==> src/rtl/crc_pkg.sv <==
// Shared types and sizing helpers for the CRC frame transmitter.
package crc_pkg;

  typedef enum logic [1:0] {
    ST_IDLE     = 2'd0,
    ST_WAIT_CRC = 2'd1,
    ST_SEND     = 2'd2
  } state_e;

  // Frame length in bytes: data word followed by the CRC.
  function automatic int calc_nbytes(input int dwidth, input int crc_width);
    return dwidth / 8 + crc_width / 8;
  endfunction

endpackage

==> src/rtl/crc_byte_serializer.sv <==
// Frame register plus byte index: emits data bytes then CRC bytes, MSB first, with a last flag.
module crc_byte_serializer
  import crc_pkg::*;
#(
  parameter int DWIDTH    = 32,
  parameter int CRC_WIDTH = 8
) (
  input  logic                 clk,
  input  logic                 rstN,
  input  logic                 load_i,
  input  logic [DWIDTH-1:0]    data_i,
  input  logic                 start_i,
  input  logic [CRC_WIDTH-1:0] crc_i,
  input  logic                 tx_ready_i,
  output logic [7:0]           tx_data_o,
  output logic                 tx_valid_o,
  output logic                 tx_last_o,
  output logic                 last_hs_o
);

  localparam int NBYTES = calc_nbytes(DWIDTH, CRC_WIDTH);
  localparam int FW     = NBYTES * 8;
  localparam int IW     = (NBYTES > 1) ? $clog2(NBYTES) : 1;
  localparam logic [IW-1:0] LAST_IDX = IW'(NBYTES - 1);

  logic [FW-1:0] frame_q, frame_d;
  logic [IW-1:0] idx_q, idx_d;
  logic          active_q, active_d;
  logic          is_last, hs;

  assign is_last = (idx_q == LAST_IDX);
  assign hs      = active_q & tx_ready_i;

  // The current byte always sits in the top byte of frame_q; it shifts only on a handshake.
  always_comb begin
    frame_d  = frame_q;
    idx_d    = idx_q;
    active_d = active_q;
    if (load_i) begin
      frame_d  = {data_i, {CRC_WIDTH{1'b0}}};
      idx_d    = '0;
      active_d = 1'b0;
    end else if (start_i) begin
      frame_d[CRC_WIDTH-1:0] = crc_i;
      idx_d                  = '0;
      active_d               = 1'b1;
    end else if (hs) begin
      if (is_last) begin
        active_d = 1'b0;
      end else begin
        frame_d = frame_q << 8;
        idx_d   = idx_q + IW'(1);
      end
    end
  end

  always_ff @(posedge clk or negedge rstN) begin
    if (!rstN) begin
      frame_q  <= '0;
      idx_q    <= '0;
      active_q <= 1'b0;
    end else begin
      frame_q  <= frame_d;
      idx_q    <= idx_d;
      active_q <= active_d;
    end
  end

  assign tx_valid_o = active_q;
  assign tx_data_o  = active_q ? frame_q[FW-1 -: 8] : 8'h00;
  assign tx_last_o  = active_q & is_last;
  assign last_hs_o  = hs & is_last;

endmodule

==> src/rtl/crc_frame_tx.sv <==
// Frame sequencer: accepts a word, launches the CRC calculator, then streams data + CRC bytes.
// Handshakes: a transfer happens on a clock edge where valid & ready are both high; valid never drops before it.
module crc_frame_tx
  import crc_pkg::*;
#(
  parameter int DWIDTH    = 32,
  parameter int CRC_WIDTH = 8,
  parameter int TIMEOUT   = 64
) (
  input  logic                 clk,
  input  logic                 rstN,
  input  logic                 inValid,
  output logic                 inReady,
  input  logic [DWIDTH-1:0]    inData,
  output logic                 crcEn,
  output logic [DWIDTH-1:0]    crcData,
  input  logic                 crcReady,
  input  logic [CRC_WIDTH-1:0] crcSeq,
  output logic [7:0]           txData,
  output logic                 txValid,
  output logic                 txLast,
  input  logic                 txReady,
  output logic                 errPulse,
  output logic [15:0]          frameCnt,
  output state_e               dbg_state_o
);

  localparam int TW = (TIMEOUT > 1) ? $clog2(TIMEOUT) : 1;
  localparam logic [TW-1:0] TIMER_MAX = TW'(TIMEOUT - 1);

  state_e            state_q, state_d;
  logic              crc_en_q, crc_en_d;
  logic              err_q, err_d;
  logic              ready_q, ready_d;
  logic [TW-1:0]     timer_q, timer_d;
  logic [15:0]       frame_cnt_q, frame_cnt_d;
  logic [DWIDTH-1:0] crc_data_q, crc_data_d;
  logic              capture, done, last_hs;

  assign capture = (state_q == ST_IDLE) & inValid;
  // ready_q is forced high at launch so a level already high then cannot count as completion.
  assign done    = (state_q == ST_WAIT_CRC) & crcReady & ~ready_q;

  always_comb begin
    state_d     = state_q;
    crc_en_d    = 1'b0;
    err_d       = 1'b0;
    ready_d     = ready_q;
    timer_d     = timer_q;
    frame_cnt_d = frame_cnt_q;
    crc_data_d  = crc_data_q;
    case (state_q)
      ST_IDLE: begin
        if (inValid) begin
          crc_data_d = inData;
          crc_en_d   = 1'b1;
          ready_d    = 1'b1;
          timer_d    = '0;
          state_d    = ST_WAIT_CRC;
        end
      end
      ST_WAIT_CRC: begin
        ready_d = crcReady;
        timer_d = timer_q + TW'(1);
        if (done) begin
          state_d = ST_SEND;
        end else if (timer_q == TIMER_MAX) begin
          err_d   = 1'b1;
          state_d = ST_IDLE;
        end
      end
      ST_SEND: begin
        if (last_hs) begin
          frame_cnt_d = frame_cnt_q + 16'd1;
          state_d     = ST_IDLE;
        end
      end
      default: state_d = ST_IDLE;
    endcase
  end

  always_ff @(posedge clk or negedge rstN) begin
    if (!rstN) begin
      state_q     <= ST_IDLE;
      crc_en_q    <= 1'b0;
      err_q       <= 1'b0;
      ready_q     <= 1'b1;
      timer_q     <= '0;
      frame_cnt_q <= '0;
      crc_data_q  <= '0;
    end else begin
      state_q     <= state_d;
      crc_en_q    <= crc_en_d;
      err_q       <= err_d;
      ready_q     <= ready_d;
      timer_q     <= timer_d;
      frame_cnt_q <= frame_cnt_d;
      crc_data_q  <= crc_data_d;
    end
  end

  crc_byte_serializer #(
    .DWIDTH    (DWIDTH),
    .CRC_WIDTH (CRC_WIDTH)
  ) u_ser (
    .clk        (clk),
    .rstN       (rstN),
    .load_i     (capture),
    .data_i     (inData),
    .start_i    (done),
    .crc_i      (crcSeq),
    .tx_ready_i (txReady),
    .tx_data_o  (txData),
    .tx_valid_o (txValid),
    .tx_last_o  (txLast),
    .last_hs_o  (last_hs)
  );

  assign inReady     = (state_q == ST_IDLE);
  assign crcEn       = crc_en_q;
  assign crcData     = crc_data_q;
  assign errPulse    = err_q;
  assign frameCnt    = frame_cnt_q;
  assign dbg_state_o = state_q;

endmodule

==> config.mk <==
export PLATFORM = sky130hd
export DESIGN_NAME = crc_frame_tx
export DESIGN_NICKNAME = d
export VERILOG_FILES = /design/src/rtl/crc_pkg.sv /design/src/rtl/crc_byte_serializer.sv /design/src/rtl/crc_frame_tx.sv
export SDC_FILE = /design/constraint.sdc
export NUM_CORES = 1
export LEC_CHECK = 0
export CORE_MARGIN = 4
export CORE_UTILIZATION = 52
export DETAILED_ROUTE_END_ITERATION = 10
export DONT_BUFFER_PORTS = 1
export PLACE_DENSITY = 0.67
export SLEW_MARGIN = 20
export SYNTH_ARGS = -nofsm -noshare
export SYNTH_HDL_FRONTEND = slang
export SYNTH_SLANG_ARGS = --single-unit
==> constraint.sdc <==
create_clock -name clk -period 2.77 [get_ports clk]
set_clock_uncertainty 0.2 [all_clocks]
set_input_delay 0.4155 -clock clk [delete_from_list [all_inputs] [get_ports clk]]
set_output_delay 0.4155 -clock clk [all_outputs]
set_load 0.01 [all_outputs]
# [Yosys cells after proc, flatten, opt, wreduce, memory -nomap -nowiden]
# Index checks and enable logic that the tools add are counted.
[word_totals] register_bits=103 input_bits=45 elab_cells=71
[classes] n_addsub=3 eq_ne=10 mux=28 bitwise=7 n_reduce_logical=12
[op_table] operator="40-bit two-way mux" n=3
[op_table] operator="32-bit two-way mux" n=1
[op_table] operator="16-bit by 1-bit adder with 16-bit output (second input constant)" n=1
[op_table] operator="8-bit two-way mux" n=2
[op_table] operator="3-bit two-way mux" n=4
[op_table] operator="6-bit case mux with 2 select lines" n=1
[op_table] operator="1-bit two-way mux" n=10
[op_table] operator="2-bit AND reduction" n=5
[op_table] operator="2-bit two-way mux" n=4
[op_table] operator="2-bit != test (second input constant)" n=4
[op_table] operator="6-bit by 1-bit adder with 6-bit output (second input constant)" n=1
[op_table] operator="1-bit AND" n=6
[op_table] operator="6-bit equality test (second input constant)" n=1
[op_table] operator="6-bit two-way mux" n=1
[op_table] operator="2-bit case mux with 3 select lines" n=1
[op_table] operator="3-bit AND reduction" n=2
[op_table] operator="3-bit nonzero test" n=2
[op_table] operator="2-bit nonzero test" n=2
[op_table] operator="3-bit by 1-bit adder with 3-bit output (second input constant)" n=1
[op_table] operator="3-bit equality test (second input constant)" n=1
[op_table] operator="3-bit by 2-bit != test with 1-bit output (second input constant)" n=1
[op_table] operator="3-bit != test (second input constant)" n=1
[op_table] operator="2-bit by 1-bit equality test with 1-bit output (second input constant)" n=1
[op_table] operator="2-bit equality test (second input constant)" n=1
[op_table] operator="3 further kinds" n=3

# [Logic depth before layout (Yosys ltp)]
[depth] word_depth=5 depth_mapped=7

# [Cells and area by module]
# Synthesis repeated with hierarchy kept, for this count alone.
[unflattened] hier_cells=479 hier_area_um2=4615.7
[by_module_without_submodules] mod="crc_frame_tx" instances=1 cells_each=241 area_per_inst_um2=2378.5
[by_module_without_submodules] mod="crc_byte_serializer" instances=1 cells_each=238 area_per_inst_um2=2237.1

# [Least setup slack after synthesis]
# No wires, ideal clock.
[synth_path] path_kind="register -> register" startpoint="register ready_q" endpoint="register u_ser.frame_q[25]" setup_time_ns=0.123 t_arrival_ns=1.608 t_required_ns=2.447 path_slack_ns=0.839 stages_incl_launch_ff=6 n_path_buf=1 cell_sequence="dfstp_2 and4bb_4 a211oi_4 buf_8 mux2i_1 o21ai_2"
[synth_via] elab_chain_cells=4
[synth_lines] element="from (decl)" line_no="crc_frame_tx.sv:34" rtl="logic ready_q, ready_d;"
[synth_lines] element="from (signal assigned)" line_no="crc_frame_tx.sv:95" rtl="ready_q <= ready_d;"
[synth_lines] element="1-bit NOT" line_no="crc_frame_tx.sv:42" rtl="assign done = (state_q == ST_WAIT_CRC) & crcReady & ~ready_q;"
[synth_lines] element="1-bit AND" line_no="crc_frame_tx.sv:42"
[synth_lines] element="2-bit != test (no source line)"
[synth_lines] element="3-bit AND reduction (no source line)"
[synth_lines] element="to (signal assigned)" line_no="crc_byte_serializer.sv:63" rtl="frame_q <= frame_d;"
[synth_lines] element="to (decl)" line_no="crc_byte_serializer.sv:26" rtl="logic [FW-1:0] frame_q, frame_d;"
# Every way passes these cells.
# A chain may end at the register's enable or synchronous reset.

# [Worst setup path in the final report]
[layout_path] startpoint="register u_ser.idx_q[0]" endpoint="register frame_cnt_q[11], in the netlist frameCnt[11]"
[layout_via] elab_chain_cells=3
[layout_lines] element="from (decl)" line_no="crc_byte_serializer.sv:27" rtl="logic [IW-1:0] idx_q, idx_d;"
[layout_lines] element="from (signal assigned)" line_no="crc_byte_serializer.sv:64" rtl="idx_q <= idx_d;"
[layout_lines] element="3-bit equality test" line_no="crc_byte_serializer.sv:31" rtl="assign is_last = (idx_q == LAST_IDX);"
[layout_lines] element="1-bit AND" line_no="crc_byte_serializer.sv:72" rtl="assign last_hs_o = hs & is_last;"
[layout_lines] element="2-bit AND reduction (no source line)"
[layout_lines] element="to (signal assigned)" line_no="crc_frame_tx.sv:97" rtl="frame_cnt_q <= frame_cnt_d;"
[layout_lines] element="to (decl)" line_no="crc_frame_tx.sv:36" rtl="logic [15:0] frame_cnt_q, frame_cnt_d;"
# Every way passes these cells.

==> impl_metrics.json <==
{
  "fin_nets": 481,
  "cts-root-buf": "clkbuf_8",
  "cts.clk_slew.worst_paths_ps": 90,
  "ios": 108,
  "start_kind": "flop",
  "synth_edf_count": 0,
  "cts_tree": "built",
  "synth_area_leaders": "dfrtp_1 (59%), nand2_1 (9.6%), mux2i_1 (7.6%)",
  "placed_area_um2": 4410,
  "drt_first_pass_iters": 4,
  "slew-limit-headroom": 0.612,
  "drt_iter0_markers": 123,
  "synth_top_cell_by_area": "dfrtp_1",
  "syn_nets": 446,
  "cp-end-kind": "flop",
  "gp_congestion": 0.851,
  "yosysTopAreaCellShare": 0.590,
  "crit_type": "flop to flop",
  "ys_seq_elements": 103,
  "cts_buffers": 9,
  "clock_latency_ps": 350,
  "required_ps": 2810,
  "start_util": 0.532,
  "power.leakage_uw": 0.00229,
  "avgSynthCellArea_um2": 10.9,
  "drt_wl_total_um": 9440,
  "antenna_found_initial": 0,
  "netlist_area_um2": 4330,
  "synthFlopType": "dfrtp_1",
  "power_switching_uw": 1870,
  "fin_area_um2": 4940,
  "layout_min_cycle_time_ps": 2230,
  "hold_path_class": "input port to asynchronous set/reset pin",
  "power_density_nw_per_um2": 988,
  "die_x_um": 99.2,
  "clkPwrFrac": 0.168,
  "setup_viol": 0,
  "placementRows": 33,
  "swShare": 0.383,
  "synthArstFlopShare": 1.00,
  "area_growth_pct": 14.1,
  "n_antenna_cell": 0,
  "place_ws_ps": 571,
  "vdd_drop_max_v": 0.000483,
  "coreArea_um2": 8130,
  "place.port_buffers": 0,
  "rsz0062_at_grt": "no",
  "clockBufferDepth": 2,
  "placed_cells": 489,
  "violations": "hold timing",
  "grt_pass1_wl_um": 15700,
  "p_seq_frac": 0.544,
  "antenna_left": 0,
  "grt_pass1_vias": 3088,
  "crit_arrival_ps": 2280,
  "dieArea_um2": 9840,
  "instances_no_fill": 540,
  "finalCritPeriodShare": 0.806,
  "fmax_mhz": 448,
  "synth.distinct_cells": 37,
  "setup_ws_ps": 537,
  "drive_gt1_frac": 0.0713,
  "crit_fanout": 6,
  "fin_tns_setup_ps": 0,
  "ctsResizeCount": 0,
  "maxSlewViolCount": 0,
  "ys_warn_count": 0,
  "vias": 2965,
  "status": "finished, violations left",
  "max-cap-violations": 0,
  "dp_hpwl_um": 6260,
  "wire_per_inst_um": 17.5,
  "cts.sinks": 103,
  "finalHoldViolCount": 103,
  "tightestPinTransition_ps": 580,
  "p_int_uw": 3010,
  "combPwrFrac": 0.288,
  "overflow": 0,
  "rrSetupSlack_ps": 540,
  "grt_max_degree": 104,
  "drcViolationCount": 0,
  "synth_cells": 397,
  "via_per_inst": 5.49,
  "hold_slack_ps": -456,
  "h-tree-depth": 3,
  "die_height_um": 99.2,
  "track_usage": 0.200,
  "ys_seq_area_frac": 0.596
}
path summary, 6_finish.rpt:
path                                start           end  cells past startpoint
setup / recovery           u_ser.idx_q[0]  frameCnt[11]                      6
hold / removal                       rstN  frameCnt[12]                      0
setup reg to reg           u_ser.idx_q[0]  frameCnt[11]                      6
hold reg to reg                timer_q[5]    timer_q[5]                      1
max in group asynchronous            rstN       ready_q                      0
min in group clk                inData[4]    crcData[4]                      2
metal layers:
metal  GRT usage  routed length, um  vias up
met5           0                  0        -
met4      0.0725                153        0
met2       0.296               4270      105
met3      0.0512                775       15
met1       0.287               4240     1440
li1            -                  -     1405
critical path: stages (launching register included):
cell and delay (ps):
dfrtp_1 410, inv_1 70, ha_1 290, nand4_1 280, nor4_2 540, nand4_1 190, xnor2_1 160
cell usage after synthesis (3+ instances only):
cell	n
buf_8	3
nand4_1	7
and2_1	8
nand3_1	9
o31ai_1	3
a22o_1	8
mux2i_1	33
buf_2	5
o21ai_1	25
o21ai_0	9
clkbuf_1	7
ha_1	4
nand2_1	111
a21oi_1	3
xnor2_1	12
o21ai_2	5
xor2_1	5
dfrtp_1	102
inv_1	5
and3_1	3
nor2_1	10
cell families (layout without fill, tap and decap cells):
logic type / Yosys count / count (layout) / synth area share
xor gates and xnor gates: 17 / 17 / 0.0344
DFF: 103 / 103 / 0.596
muxes: 34 / 34 / 0.0789
and+or+nand+nor: 160 / 160 / 0.165
adders and majority gates: 4 / 4 / 0.0116
buffers and inverters: 21 / 59 / 0.0275
AOI/OAI and AO/OA: 58 / 58 / 0.0862
power by group through the flow:
stage	combinational (uW)	sequential, uW	clock, uW
final	1400	2650	821
after global routing	1600	2730	904
after CTS	1420	2650	837
after detailed placement	1380	2670	0
after global placement	1320	2660	0
after floorplan	1170	2490	0
layout by cell type, fill, tap and decap left out, drive strengths merged:
cell,synthesis,layout
a211oi,1,1
a21oi,3,3
a22o,8,8
a31o,2,2
a31oi,1,1
and2,8,8
and2b,1,1
and3,3,3
and4,1,1
and4bb,1,1
buf,9,3
clkbuf,7,10
clkinv,0,4
dfrtp,102,102
dfstp,1,1
dlygate4sd3,0,37
ha,4,4
inv,5,5
mux2,1,1
mux2i,33,33
nand2,111,111
nand2b,2,2
nand3,9,9
nand3b,1,1
nand4,7,7
nor2,10,10
nor4,3,3
o211ai,1,1
o21ai,39,39
o31ai,3,3
or2b,1,1
or3,2,2
xnor2,12,12
xor2,5,5
stage by stage:
stage | total power, uW | util
after floorplan | 3660 | -
after global placement | 3980 | 0.542
after detailed placement | 4050 | 0.542
after CTS | 4900 | 0.606
after global routing | 5230 | 0.607
final | 4880 | 0.607
what timing repair did:
| item | 4_1_cts | 5_1_grt |
|---|---|---|
| hold buffers | 36 | 1 |
| hold endpoints to repair | 148 | 104 |
| buffers inserted | 0 | 0 |
layout make-up:
cell class	instances	area, um^2
clock inverter	4	23.8
tap	105	131
inverter	5	18.8
multi-input combinational	273	1630
sequential	103	2580
fill	656	3200
clock buffer	10	138
timing repair buffer	40	418
sequential cells by signal (all words and copies together), names as in the netlist:
name and count:
crcData 32, dbg_state_o 2, timer_q 6, u_ser.tx_valid_o 1, frameCnt 16, u_ser.idx_q 3
errPulse 1, crcEn 1, ready_q 1, u_ser.frame_q 40
(Power assumes the default switching activity.)
